<file path="src/rtl/uart_rx.sv">
// uart_rx: 8N1 UART receiver driven by an external baud strobe.
// The line is sampled only on baud_tick. With OVERSAMPLE > 1 the start bit
// is re-checked at its midpoint, so later samples land mid-bit. With
// OVERSAMPLE = 1 every tick samples one bit directly.
// data_out only changes when a frame ends with a valid stop bit.
module uart_rx #(
    parameter int OVERSAMPLE = 1
) (
    input  logic       clk,
    input  logic       rst,
    input  logic       rx,
    input  logic       baud_tick,
    output logic       rx_done,
    output logic [7:0] data_out
);

    // Half a bit period, in ticks. This is where the start bit is re-checked.
    localparam int HALF = OVERSAMPLE / 2;
    localparam int CW   = (OVERSAMPLE > 1) ? $clog2(OVERSAMPLE + 1) : 1;

    // Counter values on the tick that completes a full or half bit period.
    localparam logic [CW-1:0] OS_LAST   = CW'(OVERSAMPLE - 1);
    localparam logic [CW-1:0] HALF_LAST = CW'((HALF > 0) ? HALF - 1 : 0);

    typedef enum logic [3:0] {
        IDLE  = 4'b0001,
        START = 4'b0010,
        DATA  = 4'b0100,
        STOP  = 4'b1000
    } state_t;

    state_t          ps;
    logic [CW-1:0]   tick_counter;
    logic [2:0]      bit_index;
    logic [7:0]      shift_reg;

    // Receive state machine. rx_done and data_out are registered here.
    always_ff @(posedge clk or posedge rst) begin
        if (rst) begin
            ps           <= IDLE;
            tick_counter <= '0;
            bit_index    <= '0;
            shift_reg    <= '0;
            rx_done      <= 1'b0;
            data_out     <= 8'h00;
        end else begin
            rx_done <= 1'b0;
            case (ps)
                IDLE: begin
                    // A low line is ignored unless it is seen on a tick.
                    if (baud_tick && !rx) begin
                        ps           <= START;
                        tick_counter <= '0;
                    end
                end

                START: begin
                    if (HALF == 0) begin
                        // There is no midpoint to re-check at one tick per bit.
                        ps           <= DATA;
                        tick_counter <= '0;
                        bit_index    <= '0;
                    end else if (baud_tick) begin
                        if (tick_counter == HALF_LAST) begin
                            tick_counter <= '0;
                            bit_index    <= '0;
                            // A line that is high again at the midpoint was a glitch.
                            ps           <= rx ? IDLE : DATA;
                        end else begin
                            tick_counter <= tick_counter + 1'b1;
                        end
                    end
                end

                DATA: begin
                    if (baud_tick) begin
                        if (tick_counter == OS_LAST) begin
                            tick_counter         <= '0;
                            shift_reg[bit_index] <= rx;
                            if (bit_index == 3'd7) begin
                                bit_index <= '0;
                                ps        <= STOP;
                            end else begin
                                bit_index <= bit_index + 1'b1;
                            end
                        end else begin
                            tick_counter <= tick_counter + 1'b1;
                        end
                    end
                end

                STOP: begin
                    if (baud_tick) begin
                        if (tick_counter == OS_LAST) begin
                            tick_counter <= '0;
                            ps           <= IDLE;
                            // A low stop bit is a framing error. The byte is dropped.
                            if (rx) begin
                                data_out <= shift_reg;
                                rx_done  <= 1'b1;
                            end
                        end else begin
                            tick_counter <= tick_counter + 1'b1;
                        end
                    end
                end

                default: begin
                    ps           <= IDLE;
                    tick_counter <= '0;
                    bit_index    <= '0;
                end
            endcase
        end
    end

endmodule

</file>
<file path="config.mk">
export PLATFORM = sky130hd
export DESIGN_NAME = uart_rx
export DESIGN_NICKNAME = d
export VERILOG_FILES = /design/src/rtl/uart_rx.sv
export SDC_FILE = /design/constraint.sdc
export NUM_CORES = 1
export LEC_CHECK = 0
export BUFFER_PORTS_ARGS = -buffer_cell sky130_fd_sc_hd__buf_4
export CORE_MARGIN = 1.5
export CORE_UTILIZATION = 55
export CTS_BUF_LIST = sky130_fd_sc_hd__clkbuf_2
export CTS_CLUSTER_DIAMETER = 40
export DETAILED_ROUTE_END_ITERATION = 16
export GPL_TIMING_DRIVEN = 0
export PLACE_DENSITY = 0.85
export SLEW_MARGIN = 20
export SYNTH_ARGS = -nofsm -noshare
export SYNTH_HDL_FRONTEND = slang
export SYNTH_SLANG_ARGS = --single-unit
</file>
<file path="constraint.sdc">
create_clock -name clk -period 1.8 [get_ports clk]
set_input_delay 0.18 -clock clk [delete_from_list [all_inputs] [get_ports clk]]
set_output_delay 0.18 -clock clk [all_outputs]
set_load 0.02 [all_outputs]
</file>
* Word-level counts from Yosys, hierarchy flattened
Cells that the tools add are included.
** Cells by class
- Add/sub/neg operators :: 2
- Order comparisons :: 2
- Equality and inequality tests :: 12
- Mux-type cells :: 22
- Bitwise gates (word level) :: 2
- Reduce and logical (&&, ||, !) cells :: 10
** Operator list (count)
- 2-to-1 mux 4 bit :: 6
- case mux 4 bit (4 select lines) :: 1
- inequality test 2 bit, second input constant :: 6
- 2-to-1 mux 3 bit :: 3
- bitwise mux 8 bit :: 1
- 2-to-1 mux 1 bit :: 8
- case mux 3 bit (2 select lines) :: 1
- AND reduction 3 bit :: 2
- AND reduction 6 bit :: 1
- equality test 4 x 1 -> 1 bit, second input constant :: 1
- equality test 4 x 2 -> 1 bit, second input constant :: 1
- equality test 4 x 3 -> 1 bit, second input constant :: 1
- equality test 4 bit, second input constant :: 1
- less-than comparator 3 x 4 -> 1 bit, second input constant :: 1
- AND reduction 4 bit :: 1
- OR reduction 2 bit :: 2
- adder 3 x 1 -> 3 bit, second input constant :: 1
- demux 1 bit (select 3 bit) :: 1
- equality test 3 bit, second input constant :: 1
- greater-or-equal comparator 3 x 1 -> 1 bit, second input constant :: 1
- logical AND 1 bit :: 2
- inequality test 2 x 1 -> 1 bit, second input constant :: 1
- inverter 1 bit :: 2
- case mux 1 bit (2 select lines) :: 1
- other kinds (3) :: 3
** Word-level totals
- Register bits :: 25
- Input bits :: 4
- Output and inout bits :: 9
- Word-level logic and storage cells :: 56

* Logic depth before layout (Yosys ltp)
Gate-level depths: netlist of the first run.
- Depth in word-level cells :: 5
- Mapped depth :: 5

* Worst setup path before layout of the first run
No wires, ideal clock.
- Kind :: register to register
- From :: reg ps[2]
- To :: reg data_out[0]
- Setup time :: 0.125 ns
- Data arrival time :: 1.389 ns
- Slack :: 0.286 ns
- Stages on the path, launching flop included :: 5
- Path buffers :: 1
- Clock period less this slack :: 1.514 ns
- Cell sequence :: dfrtp_1 -> buf_6 -> nand2b_1 -> nor4_4 -> mux2_2
** On the way
- Longest elaborated chain between the ends :: 2
** Ends and longest elaborated chain
- start: declaration :: RTL line 32 : state_t ps;
- start signal: assignment :: RTL line 68 : ps <= rx ? IDLE : DATA;
- equality test 4 bit :: RTL line 48 : case (ps)
- AND reduction 4 bit (no line)
- end signal: assignment :: RTL line 99 : data_out <= shift_reg;
- end: declaration :: RTL line 14 : output logic [7:0] data_out
Every way passes these cells.
A chain may end at the register's enable or synchronous reset.

* Worst setup path in the final report of the first run
- From :: reg ps[2]
- To :: reg data_out[4]
The elaborated chain is that of the path after synthesis.

==> results.tsv, run 1 <==
stage	metric	value	unit
final_layout	Finished Layout Cells	130	
sta	Final period util	0.9580	
power	Max IR drop VDD	0.6134	mV
synthesis	EDFF count, synth	0	
place	routability cong.	0.7613	
synthesis	synth top area cells	dfrtp_1 51%, mux2_2 16%, a32o_1 2.7%, dfstp_2 2.3%, nand2_1 2.3%	
synthesis	most common cell in the netlist	dfrtp_1	
detailed_routing	post-route ant nets	0	
place	Placed Instances	125	
detailed_routing	DRC Markers	0	
sta	Worst Hold Slack	-0.02658	ns
synthesis	Top FF cell, synth	dfrtp_1	
synthesis	top cell type's share of synthesized area	0.5105	
sta	RSZ-0062 raised after global routing	no	
sta	total negative slack	0	ns
setup_path	Startpoint Class	flop	
synthesis	Async S/R FF share, synth	1.000	
floorplanning	Die W	48.28	microns
synthesis	Avg Inst Size Synth	12.96	sq um
clocking	H-tree levels	1	
detailed_routing	vias	744	
clocking	cts repair resizes	0	
grt	largest net degree at the start of global routing	25	
synthesis	Gate Count Post-Synth	87	
sta	Max Clock Freq	0.5799	GHz
synthesis	Synthesis Warnings	0	
detailed_routing	WL final	1.915	mm
grt	total gr overflow	0	
detailed_routing	vias per inst	5.723	
clocking	Max Buffers Root-to-Sink	2	
synthesis	library cells used by synthesis	30	
power	Pwr Density	765.3	nW/um^2
sta	Slew Limit Fails	0	
clocking	clock latency on the worst-skew pair	0.35	ns
synthesis	Synth top cells by count	23 x dfrtp_1, 16 x mux2_2, 7 x nand2_1	
final_layout	NumNets Final	110	
power	LEAKAGE	0.6282	nW
run_status	failing checks	hold timing	
synthesis	Syn Std Cell Area	1127	sq um
clocking	TritonCTS Buffers	3	
worst_hold_path	class of the worst hold path	in -> async	
sta	final clock skew	0.008909	ns
setup_path	critical path class	reg -> reg	
sta	# setup viols final	0	
clocking	hold buffer count at CTS	0	
sta	Slew headroom	0.4127	
final_layout	Ant. Diodes	0	
clocking	clk root buf	clkbuf_2	
floorplanning	Core Area	1942	sq um
place	DP Area	1244	sq um
floorplanning	Die Ht	48.28	microns
sta	Final Hold Fails	23	
place	PortBufs	11	
clocking	CTS clk-pin slew, worst paths	0.23	ns
sta	Least-Margin Pin Slew	0.8800	ns
floorplanning	Initial Util	0.5805	
run	number of max-cap violations	0	
final_layout	layout cells sized above 1	0.4272	
floorplanning	row count	16	
final_layout	Area Overhead vs Synth	14.98	%
synthesis	Synth Register Bits	24	
setup_path	setup slack on the worst flop-to-flop path	0.08	ns
clocking	Setup Buffers After CTS	0	
synthesis	Mapped Nets	93	
sta	post-layout min period	1.724	ns
detailed_routing	Iter 0 DRT Violations	16	
clocking	Sinks on Clock Net	24	
run_status	status	complete, but fails checks	
setup_path	CP Capture Type	flop	
detailed_routing	drt wl/cell	14.73	microns
clocking	CTS tree	done	
synthesis	Seq/Total Area, Yosys	0.5339	
floorplanning	io pins	13	
detailed_routing	drt first pass iters	4	
grt	initial antenna violation count	0	
place	Final HPWL DP	1.334	mm
final_layout	cell area after layout	1296	sq um
grt	vias in the first global route	685	
setup_path	crit path DAT	1.99	ns
setup_path	Worst Path Max Fanout	10	
grt	first-pass GRT wire length	3.042	mm
setup_path	Data required, critical path	2.07	ns
synthesis	top cell type by total area after synthesis	dfrtp_1	
floorplanning	Die ar.	2330	sq um
grt	Global Route Usage Sum	0.1879	
==> metal layers <==
| layer | part of all wire | vias to the layer above | track usage |
|---|---|---|---|
| li1 | - | 352 | - |
| met1 | 0.47 | 374 | 0.2392 |
| met2 | 0.49 | 14 | 0.3289 |
| met3 | 0.030 | 4 | 0.02222 |
| met4 | 0.011 | 0 | 0.06486 |
| met5 | 0 | - | 0 |
==> area by class of cell <==
class                      instances  area (sq um)
sequential                        24         601.8
tap                               27         33.78
fill                             160         645.6
buffer                             6         45.04
inverter                           1         3.754
clock buffer                       3         15.01
multi-input combinational         56         476.7
clock inverter                     1         30.03
timing repair buffer              12         90.09
==> stage by stage <==
step / hold slack [ns] / setup slack, ns / utilization / power, mW
global route: 0.04658 / 0.008620 / 0.6675 / 1.020
finish: -0.02658 / 0.07567 / 0.6675 / 0.9920
CTS: 0.004357 / 0.06865 / 0.6637 / 0.9973
floorplan: 0.1939 / 0.2858 / - / 0.6233
global placement: 0.3990 / 0.1030 / 0.6405 / 0.6378
detailed placement: 0.4233 / 0.1059 / 0.6405 / 0.6415
==> worst max-delay path, stage by stage, from the launching register on <==
cell and delay [ns]:
dfrtp_1 0.43, buf_6 0.14, nand2b_1 0.20, nor4_4 0.31
buf_4 0.22, mux2_2 0.34
==> cells by family after synthesis <==
group / share of synthesized area
AO/OA/AOI/OAI: 0.04440
XOR/XNOR: 0.007771
adder cells (fa/ha/maj): 0.02219
buffers and inverters: 0.04328
flip-flops: 0.5339
multiplexers: 0.1687
AND/OR/NAND/NOR: 0.1798
==> where the power goes <==
part           total [mW]  switching (mW)  internal (mW)
combinational      0.0766          0.0476         0.0290
clock               0.359           0.168          0.191
sequential          0.556         0.00596          0.550
total               0.992           0.222          0.770
==> placed cells by master, fill, tap and decap left out, drive strengths merged <==
cell type	n
nor3	4
inv	1
nand2	7
and4bb	2
nand3	2
dfstp	1
a32o	3
mux2i	1
nand3b	1
or2b	1
or4b	2
and4b	1
nand2b	1
bufinv	1
a21oi	1
mux2	16
nor4	3
nor4b	1
and2	1
ha	2
o32ai	1
buf	18
nand4	2
o22ai	1
nor2	2
clkbuf	3
dfrtp	23
xnor2	1
==> worst paths after layout <==
check                              from           end  cells after the start
setup / recovery                  ps[2]   data_out[4]                      5
hold / removal                      rst  shift_reg[3]                      2
setup reg to reg                  ps[2]   data_out[4]                      5
hold reg to reg            shift_reg[6]  shift_reg[6]                      1
max in group asynchronous           rst  bit_index[2]                      2
min in group clk                     rx  shift_reg[3]                      2
Power figures use the tool's default switching activity.
==> run 2, diff against run 1 <==
Settings changed: ABC_AREA set to 1, CORE_UTILIZATION 55 to 35, PLACE_DENSITY 0.85 to 0.61, SLEW_MARGIN 20 to not set.
==> results.tsv, run 2 <==
stage	metric	value	unit
synthesis	Top FF cell, synth	dfrtp_1	
sta	Max Clock Freq	0.7200	GHz
setup_path	slowest stage cell, crit path	dfrtp_1	
setup_path	CP peak stage delay	0.51	ns
sta	Least-Margin Pin Slew	0.8798	ns
detailed_routing	vias	861	
run_status	status	completed	
grt	initial antenna violation count	0	
clocking	TritonCTS Buffers	3	
sta	Slew Limit Fails	0	
power	Max IR drop VDD	0.6038	mV
synthesis	synth top area cells	dfrtp_1 49%, nand2_1 17%, o31ai_2 4.2%, nand3_1 3.8%, o21ai_2 3.0%	
clocking	Sinks on Clock Net	24	
floorplanning	Initial Util	0.3788	
clocking	clock latency on the worst-skew pair	0.35	ns
sta	Final WS setup	0.4112	ns
setup_path	setup slack on the worst flop-to-flop path	0.41	ns
setup_path	Worst Path Max Fanout	7	
synthesis	Synth Register Bits	24	
clocking	cts repair resizes	0	
grt	total gr overflow	0	
synthesis	Gate Count Post-Synth	135	
setup_path	Startpoint Class	flop	
power	LEAKAGE	0.7109	nW
setup_path	crit path DAT	1.71	ns
detailed_routing	drt wl/cell	9.934	microns
sta	Final Hold Fails	0	
synthesis	Mapped Nets	141	
grt	vias in the first global route	850	
synthesis	Async S/R FF share, synth	1.000	
sta	total negative slack	0	ns
final_layout	Area Overhead vs Synth	16.90	%
grt	largest net degree at the start of global routing	25	
synthesis	library cells used by synthesis	20	
detailed_routing	DRC Markers	0	
worst_hold_path	class of the worst hold path	in -> reg	
final_layout	commonest non-fill, non-tap cell in the layout	nand2_1	
detailed_routing	vias per inst	4.393	
sta	Final period util	0.7716	
synthesis	most common cell in the netlist	nand2_1	
final_layout	NumNets Final	159	
clocking	H-tree levels	1	
floorplanning	Die ar.	3744	sq um
sta	post-layout min period	1.389	ns
clocking	Max Buffers Root-to-Sink	2	
place	PortBufs	12	
grt	first-pass GRT wire length	3.629	mm
final_layout	layout cells sized above 1	0.2566	
detailed_routing	drt first pass iters	4	
synthesis	top cell type's share of synthesized area	0.4857	
clocking	Setup Buffers After CTS	0	
run	number of max-cap violations	0	
sta	final clock skew	0.002916	ns
synthesis	Synthesis Warnings	0	
detailed_routing	WL final	1.947	mm
clocking	clk root buf	clkbuf_2	
synthesis	Synth top cells by count	53 x nand2_1, 23 x dfrtp_1, 9 x inv_1, 9 x nand3_1, 8 x nor2_1	
detailed_routing	post-route ant nets	0	
place	routability cong.	0.8729	
setup_path	Data required, critical path	2.12	ns
setup_path	cells along the critical path	ha_1 > ha_1 > inv_1 > nand3_1 > nand2_1 > nor2_1 > nand2_1 > nand2_1	
setup_path	CP Capture Type	flop	
setup_path	Most Frequent Cell on Critical Path	nand2_1	
place	Final HPWL DP	1.471	mm
setup_path	critical path class	reg -> reg	
synthesis	Avg Inst Size Synth	8.777	sq um
place	Post-Place Worst Slack	0.4333	ns
detailed_routing	Iter 0 DRT Violations	35	
final_layout	Filler Cell Count	303	
sta	RSZ-0062 raised after global routing	no	
synthesis	Seq/Total Area, Yosys	0.5079	
floorplanning	Die Ht	61.19	microns
floorplanning	row count	20	
floorplanning	Core Area	3128	sq um
final_layout	fin util	0.4428	
clocking	CTS tree	done	
place	DP Area	1330	sq um
final_layout	cell area after layout	1385	sq um
final_layout	most frequent cells in the layout	53 x nand2_1, 23 x dfrtp_1, 12 x buf_4	
power	Overall Power	1.656	mW
floorplanning	Die W	61.19	microns
floorplanning	io pins	13	
sta	# setup viols final	0	
clocking	hold buffer count at CTS	1	
grt	Global Route Usage Sum	0.1302	
sta	Slew headroom	0.4128	
synthesis	EDFF count, synth	0	
synthesis	top cell type by total area after synthesis	dfrtp_1	
clocking	CTS clk-pin slew, worst paths	0.23	ns
final_layout	Ant. Diodes	0	
synthesis	Syn Std Cell Area	1185	sq um
power	Pwr Density	1195	nW/um^2
## run 2: changes by cell type after synthesis, moves of 4 or more
cell | before | now
nand3_1 | 2 | 9
o31ai_2 | 0 | 4
mux2_2 | 16 | 0
nand2_1 | 7 | 53
o21ai_2 | 0 | 4
inv_1 | 1 | 9
nor2_1 | 2 | 8
o21ai_1 | 0 | 6
## run 2: power by group
part           leakage (nW)  switching (mW)  internal [mW]
Combinational         0.360           0.324          0.196
Clock                0.0266           0.169          0.191
Sequential            0.324           0.106          0.669
Total                 0.711           0.599           1.06
## run 2: logic make-up after synthesis
group | Yosys count | synth area share
simple gates | 80 | 0.3178
flops | 24 | 0.5079
compound gates | 15 | 0.1014
buf+inv | 14 | 0.05173
fa+ha+maj | 2 | 0.02112
## run 2: final timing paths
path	from	depth (start not counted)	end
worst max-delay path	bit_index[0]	8	ps[0]
worst min-delay path	rx	3	shift_reg[0]
worst max register to register	bit_index[0]	8	ps[0]
worst min register to register	shift_reg[6]	2	shift_reg[6]
max in group asynchronous	rst	3	shift_reg[1]
min in group asynchronous	rst	3	shift_reg[7]
## run 2: critical path: cells and delay by family (launching register included)
kind / cells / cell delay (ns)
adder cells (fa/ha/maj): 2 / 0.42
buffers and inverters: 1 / 0.07
AND/OR/NAND/NOR: 5 / 0.35
flip-flops: 1 / 0.51
## run 2: area by class of cell
| cell class | count | area, sq um | share of cell area |
|---|---|---|---|
| inverter | 13 | 50.05 | 0.03613 |
| sequential | 24 | 601.8 | 0.4345 |
| buffer | 1 | 11.26 | 0.008130 |
| clock buffer | 3 | 15.01 | 0.01084 |
| timing repair buffer | 13 | 100.1 | 0.07227 |
| clock inverter | 1 | 30.03 | 0.02168 |
| tap | 44 | 55.05 | 0.03975 |
| multi-input combinational | 97 | 521.8 | 0.3767 |
## run 2: routing by layer
| metal | share of wire | track usage | vias up |
|---|---|---|---|
| met5 | 0 | 0 | - |
| met4 | 0.0087 | 0.02795 | 0 |
| met3 | 0.047 | 0.03782 | 4 |
| met2 | 0.44 | 0.2249 | 14 |
| met1 | 0.50 | 0.1616 | 377 |
| li1 | - | - | 466 |
## run 2: metrics by stage
stage,hold slack [ns],instances
floorplan,0.1939,135
global placement,0.4164,191
detailed placement,0.4243,191
CTS,0.07721,196
global route,0.05347,196
finish,0.09027,196
==> run 3, diff against run 2 <==
Settings changed: ABC_AREA 1 to 0, PLACE_DENSITY 0.61 to 0.63.
Clock period 1.8 ns to 1.14 ns, I/O delays scaled along.
==> results.tsv, run 3 (synthesis gave the netlist of run 1 again) <==
stage	metric	value	unit
sta	final clock skew	0.001510	ns
detailed_routing	vias	815	
setup_path	cell count along the critical path	4	
sta	Slew headroom	0.4073	
final_layout	Area Overhead vs Synth	43.73	%
grt	largest net degree at the start of global routing	25	
sta	Slew Limit Fails	0	
floorplanning	row count	20	
clocking	H-tree levels	1	
detailed_routing	drt wl/cell	14.70	microns
grt	first-pass GRT wire length	4.057	mm
detailed_routing	WL final	2.366	mm
setup_path	Startpoint Class	flop	
final_layout	layout cells sized above 1	0.6581	
place	routability cong.	0.7594	
sta	Final period util	1.294	
final_layout	NumNets Final	124	
setup_path	crit path DAT	1.77	ns
grt	initial antenna violation count	0	
clocking	TritonCTS Buffers	3	
sta	Final Hold Fails	23	
setup_path	cells along the critical path	buf_8 > nor4_4 > buf_6 > mux2_4	
setup_path	CP peak stage delay	0.44	ns
run	number of max-cap violations	0	
run_status	failing checks	hold timing, setup timing	
detailed_routing	Iter 0 DRT Violations	28	
detailed_routing	drt first pass iters	4	
sta	Least-Margin Pin Slew	0.8881	ns
clocking	Sinks on Clock Net	24	
floorplanning	Die Ht	59.76	microns
setup_path	slowest stage cell, crit path	dfstp_2	
setup_path	setup slack on the worst flop-to-flop path	-0.34	ns
floorplanning	io pins	13	
grt	vias in the first global route	804	
grt	total gr overflow	0	
power	Pwr Density	1012	nW/um^2
place	PortBufs	11	
final_layout	commonest non-fill, non-tap cell in the layout	buf_4	
clocking	Max Buffers Root-to-Sink	2	
run_status	status	complete, but fails checks	
sta	Worst Hold Slack	-0.1093	ns
floorplanning	Die W	59.76	microns
setup_path	Worst Path Max Fanout	10	
setup_path	Data required, critical path	1.44	ns
worst_hold_path	class of the worst hold path	in -> async	
clocking	CTS clk-pin slew, worst paths	0.23	ns
sta	post-layout min period	1.475	ns
floorplanning	Initial Util	0.3693	
grt	Global Route Usage Sum	0.1529	
setup_path	critical path class	reg -> reg	
setup_path	CP Capture Type	flop	
power	Overall Power	1.640	mW
clocking	CTS tree	done	
clocking	clock latency on the worst-skew pair	0.37	ns
setup_path	CP top delay family	flip-flops	
floorplanning	Core Area	3053	sq um
detailed_routing	DRC Markers	0	
sta	total negative slack	-5.916	ns
final_layout	most frequent cells in the layout	22 x buf_4, 19 x dfrtp_1, 11 x mux2_4	
sta	Max Clock Freq	0.6778	GHz
place	Placed Instances	142	
setup_path	r2r worst-path depth	4	
setup_path	Buf+Inv Stages, Crit Path	2	
final_layout	Finished Layout Cells	161	
floorplanning	Die ar.	3571	sq um
power	LEAKAGE	0.7326	nW
detailed_routing	post-route ant nets	0	
setup_path	FF-to-FF End	data_out[3]	
clocking	clk root buf	clkbuf_2	
detailed_routing	vias per inst	5.062	
sta	RSZ-0062 raised after global routing	yes	
final_layout	Ant. Diodes	0	
power	Max IR drop VDD	0.6127	mV
setup_path	reg2reg start	ps[0]	
sta	Final WS setup	-0.3354	ns
place	Final HPWL DP	1.387	mm
sta	# setup viols final	23	
==> run 3: cell count changes in the layout (fill, tap and decap cells not counted), moves of 8 or more <==
cell,before,now
nand3_1,9,0
nand2_1,53,4
buf_4,12,22
inv_1,9,1
mux2_4,0,11
==> run 3: worst max-delay path by stage <==
stage                        end  start
floorplan            data_out[0]  ps[2]
global placement     data_out[4]  ps[2]
detailed placement   data_out[2]  ps[0]
CTS                  data_out[7]  ps[2]
global route        shift_reg[7]  ps[2]
finish               data_out[3]  ps[0]
==> run 3: layer usage <==
layer | global-route usage | vias up | wire length [microns]
met5 | 0 | - | 0
met4 | 0.08571 | 0 | 53
li1 | - | 381 | -
met2 | 0.2174 | 9 | 1119
met3 | 0.03247 | 5 | 58
met1 | 0.2146 | 420 | 1134
==> run 3: layout make-up <==
class                      count  area (sq um)
fill                         269          1433
buffer                         5         53.80
sequential                    24         606.8
clock inverter                 1         30.03
inverter                       1         3.754
multi-input combinational     56         630.6
clock buffer                   3         15.01
tap                           44         55.05
timing repair buffer          27         225.2
==> run 3: where the power goes <==
part           switching (mW)  internal, mW
sequential             0.0141         0.869
combinational          0.0954        0.0804
clock                   0.279         0.302
total                   0.388          1.25
==> run 3: repair_timing <==
| item | in CTS | in global routing |
|---|---|---|
| pin swaps | 6 | 7 |
| buffers inserted | 7 | 9 |
| resized for setup | 16 | 16 |
| endpoints found under the hold margin | 23 | 23 |
| endpoints found under the setup margin | 24 | 28 |
| cloned | 0 | 0 |
==> run 3: through the flow <==
step	worst slack [ns]	util	area [sq um]
finish	-0.3354	0.5307	1620
global route	-0.3916	0.5307	1620
CTS	-0.4085	0.4959	1514
detailed placement	-0.5720	0.4393	1341
global placement	-0.5510	0.4393	1341
floorplan	-0.3497	-	1204
